<file path="config.mk">
export PLATFORM = sky130hd
export DESIGN_NAME = uart_rx
export DESIGN_NICKNAME = d
export VERILOG_FILES = /design/src/rtl/uart_rx.sv
export SDC_FILE = /design/constraint.sdc
export NUM_CORES = 1
export LEC_CHECK = 0
export CORE_MARGIN = 2
export CORE_UTILIZATION = 30
export CTS_CLUSTER_DIAMETER = 50
export DETAILED_ROUTE_END_ITERATION = 10
export GPL_TIMING_DRIVEN = 1
export PLACE_DENSITY = 0.58
export SLEW_MARGIN = 20
export SYNTH_ARGS = -nofsm -noshare
export SYNTH_HDL_FRONTEND = slang
export SYNTH_SLANG_ARGS = --single-unit
</file>
<file path="constraint.sdc">
create_clock -name CLOCK -period 2.6 [get_ports CLOCK]
set_input_delay 0.52 -clock CLOCK [delete_from_list [all_inputs] [get_ports CLOCK]]
set_output_delay 0.52 -clock CLOCK [all_outputs]
set_load 0.005 [all_outputs]
</file>
<file path="src/rtl/uart_rx.sv">
// 8N1 UART receiver: a 2-flop synchronizer feeds a mid-bit sampling FSM that
// emits single-cycle data_valid / framing_err pulses alongside the held byte.
module uart_rx #(
    parameter int CLKS_PER_BIT = 1302
) (
    input  logic       CLOCK,
    input  logic       clr,
    input  logic       enable,
    input  logic       rx,
    output logic [7:0] rx_data,
    output logic       data_valid,
    output logic       framing_err,
    output logic       busy
);

    localparam logic [1:0] ST_IDLE  = 2'd0;
    localparam logic [1:0] ST_START = 2'd1;
    localparam logic [1:0] ST_DATA  = 2'd2;
    localparam logic [1:0] ST_STOP  = 2'd3;

    localparam logic [15:0] HALF_LAST = 16'(CLKS_PER_BIT / 2 - 1);
    localparam logic [15:0] BIT_LAST  = 16'(CLKS_PER_BIT - 1);

    logic        rxMeta_q, rxSync_q;
    logic [1:0]  state_q, state_d;
    logic [15:0] cnt_q, cnt_d;
    logic [2:0]  idx_q, idx_d;
    logic [7:0]  shiftReg_q, shiftReg_d;
    logic [7:0]  rxData_q, rxData_d;
    logic        dataValid_q, dataValid_d;
    logic        framingErr_q, framingErr_d;
    logic        armed_q, armed_d;

    // Both synchronizer flops reset high so reset never looks like a start edge.
    always_ff @(posedge CLOCK) begin
        if (!clr) begin
            rxMeta_q <= 1'b1;
            rxSync_q <= 1'b1;
        end else begin
            rxMeta_q <= rx;
            rxSync_q <= rxMeta_q;
        end
    end

    // After a framing error the line must return high (armed) before another
    // start edge is accepted, so a held break yields exactly one error.
    always_comb begin
        state_d      = state_q;
        cnt_d        = cnt_q;
        idx_d        = idx_q;
        shiftReg_d   = shiftReg_q;
        rxData_d     = rxData_q;
        dataValid_d  = 1'b0;
        framingErr_d = 1'b0;
        armed_d      = armed_q;

        case (state_q)
            ST_IDLE: begin
                cnt_d = 16'd0;
                if (rxSync_q) begin
                    armed_d = 1'b1;
                end
                if (enable && !rxSync_q && armed_q) begin
                    state_d = ST_START;
                end
            end
            ST_START: begin
                if (cnt_q == HALF_LAST) begin
                    cnt_d = 16'd0;
                    if (!rxSync_q) begin
                        state_d = ST_DATA;
                        idx_d   = 3'd0;
                    end else begin
                        state_d = ST_IDLE;
                    end
                end else begin
                    cnt_d = cnt_q + 16'd1;
                end
            end
            ST_DATA: begin
                if (cnt_q == BIT_LAST) begin
                    cnt_d              = 16'd0;
                    shiftReg_d[idx_q]  = rxSync_q;
                    if (idx_q == 3'd7) begin
                        state_d = ST_STOP;
                    end else begin
                        idx_d = idx_q + 3'd1;
                    end
                end else begin
                    cnt_d = cnt_q + 16'd1;
                end
            end
            default: begin
                if (cnt_q == BIT_LAST) begin
                    cnt_d   = 16'd0;
                    state_d = ST_IDLE;
                    if (rxSync_q) begin
                        rxData_d    = shiftReg_q;
                        dataValid_d = 1'b1;
                    end else begin
                        framingErr_d = 1'b1;
                        armed_d      = 1'b0;
                    end
                end else begin
                    cnt_d = cnt_q + 16'd1;
                end
            end
        endcase

        // Dropping enable aborts silently and keeps the last good byte.
        if (!enable) begin
            state_d      = ST_IDLE;
            cnt_d        = 16'd0;
            idx_d        = 3'd0;
            rxData_d     = rxData_q;
            dataValid_d  = 1'b0;
            framingErr_d = 1'b0;
        end
    end

    always_ff @(posedge CLOCK) begin
        if (!clr) begin
            state_q      <= ST_IDLE;
            cnt_q        <= 16'd0;
            idx_q        <= 3'd0;
            shiftReg_q   <= 8'h00;
            rxData_q     <= 8'h00;
            dataValid_q  <= 1'b0;
            framingErr_q <= 1'b0;
            armed_q      <= 1'b1;
        end else begin
            state_q      <= state_d;
            cnt_q        <= cnt_d;
            idx_q        <= idx_d;
            shiftReg_q   <= shiftReg_d;
            rxData_q     <= rxData_d;
            dataValid_q  <= dataValid_d;
            framingErr_q <= framingErr_d;
            armed_q      <= armed_d;
        end
    end

    assign rx_data     = rxData_q;
    assign data_valid  = dataValid_q;
    assign framing_err = framingErr_q;
    assign busy        = (state_q != ST_IDLE);

endmodule

</file>
==> results.cfg <==
[die]
core_sq_um = 6350
dieArea_sq_um = 7260
die_w_um = 85.2
initial_core_util_pct = 31.2
die_y_um = 85.2
pin_count = 15
row_count = 29

[place]
dp.cells = 293
io_buffers = 14
hpwl_mm = 2.52
place_congestion = 0.770

[synth]
synth-edff-count = 0
synth_area_per_cell_sq_um = 9.42
synth-async-reset-ratio_pct = 0
syn_nets = 223
synth_area_sq_um = 1980
synth_largest_area_cell = dfxtp_1
synthCells = 210
synth-seq-cells = 42
ys_warn_count = 0
synthTopCellsByArea = dfxtp_1 43%, mux2i_1 8.6%, ha_1 5.7%
synth_top_area_share_pct = 42.5
synth-seq-area-share_pct = 42.5
synthFlopType = dfxtp_1
yosysUniqueCellTypes = 44

[drt]
wirelength_mm = 3.60
dr.pass1.iters = 4
routedWlPerCell_um = 11.9
via_per_inst = 4.80
drc = 0
wl_met2_mm = 1.56
via_count = 1446
drt_iter0_markers = 37
topRoutingLayerUsed = met4
wl_met3_um = 73
ant_nets = 0
drt-met1-wl_mm = 1.88

[sta]
rsz0062_at_grt = false
hold_viol_final = 0
skew_ns = 0.0106
setup_viol = 0
tightest_slew_ns = 0.668
finalCriticalPeriod_ns = 2.20
fin_tns_setup_ns = 0
post-route-period-util_pct = 84.5
drv_slew = 0
fmax_ghz = 0.455
relSlewSlack_pct = 55.5

[final_layout]
diodes = 0
final_cells = 301
area_delta_synth_final_pct = 15.5
layout-drive-gt1-share_pct = 8.04
utilization_pct = 36.0
final_net_count = 236

[critical_path]
start_kind = flip-flop
critPathMaxFanout = 5
r2r-start = cnt_q[6]$_SDFF_PN0_
end_kind = primary output
worstPathArrival_ns = 1.68
ff2ff_path_depth = 5
path_class = flip-flop to primary output
cp.required_ns = 2.08
rr_endpoint = shiftReg_q[2]$_SDFFE_PN0P_
rrSetupSlack_ns = 0.54

[global_routing]
grt_overflow = 0
grt_pass1_vias = 1338
grt_pass1_wl_mm = 6.22
track_usage_pct = 10.7
grt_max_degree = 22
antenna_found_initial = 0

[pwr]
ir_drop_uv = 210
power_switching_w = 0.000270
leakage_nw = 0.810
sequentialPowerShare_pct = 57.7
pwr-share-comb_pct = 2.7
power_density_nw_per_um2 = 491
p_int_w = 0.000852
clkPwrFrac_pct = 39.6
sw_frac_of_total_pct = 24.1

[clock_tree]
cts_hold_buf = 0
numCtsBuffers = 5
cts.sinks = 42
clk-insertion-delay-late_ns = 0.30
path_clk_slew_ns = 0.09
cts-root-buf = clkbuf_8
cts_tree = done
cts-resized-gates = 0
post_cts_buffers = 0
htree_levels = 2
cts_max_path_buffers = 2

[run_status]
status = finished, final reports clean

[min_path]
hp-start = rxMeta_q$_SDFF_PN1_
hold_depth = 1
hold_class = flip-flop to flip-flop
hold_path_end = rxSync_q$_SDFF_PN1_

[flow_run]
maxCapViolCount = 0
==> cells in the final DEF (no fill, tap or decap), drive strengths merged, types with 6 or more instances in the layout <==
| master | synthesis | routed |
|---|---|---|
| xnor2 | 6 | 6 |
| nand3 | 10 | 10 |
| dfxtp | 42 | 42 |
| ha | 9 | 9 |
| inv | 11 | 12 |
| nor2b | 9 | 9 |
| mux2i | 17 | 17 |
| xor2 | 8 | 8 |
| clkdlybuf4s50 | 0 | 14 |
| nor2 | 19 | 19 |
| nand2 | 17 | 17 |
==> cells in the mapped netlist, types with 2 or more instances <==
cell type	count
or3_1	3
mux2i_1	17
nor2b_1	9
ha_1	9
nand3_1	10
a41o_1	2
nand2_1	17
and2_1	2
nand4_1	4
and4_1	2
nor4bb_1	2
o31ai_1	2
and3_1	4
nand2b_1	2
dfxtp_1	42
nor2_1	18
nand3b_1	3
a41oi_1	2
nor3b_2	2
nor4_1	2
xnor2_1	6
a21oi_1	3
o21ai_0	2
nor3_1	2
clkbuf_1	7
inv_1	11
xor2_1	8
==> cells by family after synthesis <==
| family | count (synthesis) | share of synthesized area, % |
|---|---|---|
| multiplexers | 17 | 8.60 |
| AO/OA/AOI/OAI | 19 | 6.96 |
| XOR/XNOR | 14 | 6.20 |
| adder cells (fa/ha/maj) | 9 | 5.69 |
| flip-flops | 42 | 42.5 |
| buffers and inverters | 20 | 3.86 |
| AND/OR/NAND/NOR | 89 | 26.2 |
==> layout make-up <==
cell class | instances | area (sq um)
Inverter | 11 | 41.3
Clock buffer | 5 | 68.8
Multi-Input combinational cell | 148 | 1060
Tap cell | 77 | 96.3
Fill cell | 661 | 4070
Clock inverter | 3 | 25.0
Sequential cell | 42 | 841
Timing Repair Buffer | 15 | 148
==> through the flow <==
stage	worst slack [ns]	cell area (sq um)	hold WS [ns]	power, W
after floorplan	0.775	1980	0.386	0.000680
after global placement	0.430	2190	0.393	0.000693
after global routing	0.294	2280	0.442	0.00116
final	0.404	2280	0.416	0.00112
after CTS	0.300	2280	0.420	0.00113
after detailed placement	0.317	2190	0.396	0.000692
==> critical path, cell delays in order (launching register included) <==
cell and delay, ns:
dfxtp_1 0.41, inv_1 0.10, ha_1 0.27, inv_1 0.10
clkdlybuf4s50_1 0.51
==> sequential cells by signal (all words and copies together), names as in the netlist <==
name         flops
idx_q            3
data_valid       1
armed_q          1
rxSync_q         1
shiftReg_q       8
state_q          2
rx_data          8
cnt_q           16
rxMeta_q         1
framing_err      1
==> per-layer routing <==
| layer | GRT usage, % | vias up |
|---|---|---|
| li1 | - | 758 |
| met1 | 14.4 | 668 |
| met2 | 16.0 | 14 |
| met3 | 2.63 | 6 |
| met4 | 5.19 | 0 |
| met5 | 0 | - |
==> worst max path at each step <==
stage,start,end,cells after the start
2_1_floorplan,cnt_q[0]$_SDFF_PN0_,shiftReg_q[0]$_SDFFE_PN0P_,7
3_3_place_gp,cnt_q[0]$_SDFF_PN0_,cnt_q[14]$_SDFF_PN0_,6
3_5_place_dp,cnt_q[1]$_SDFF_PN0_,cnt_q[12]$_SDFF_PN0_,5
4_1_cts,cnt_q[1]$_SDFF_PN0_,cnt_q[14]$_SDFF_PN0_,5
5_1_grt,state_q[1]$_SDFFE_PN0P_,busy,4
6_report,state_q[0]$_SDFFE_PN0P_,busy,4
==> power groups by stage <==
stage               Combinational [W]  Clock, W  Sequential (W)
global route                0.0000335  0.000480        0.000648
finish                      0.0000301  0.000444        0.000647
CTS                         0.0000304  0.000456        0.000647
detailed placement          0.0000302         0        0.000662
floorplan                   0.0000197         0        0.000661
global placement            0.0000305         0        0.000662
No activity file was read; power rests on OpenSTA's default activity.
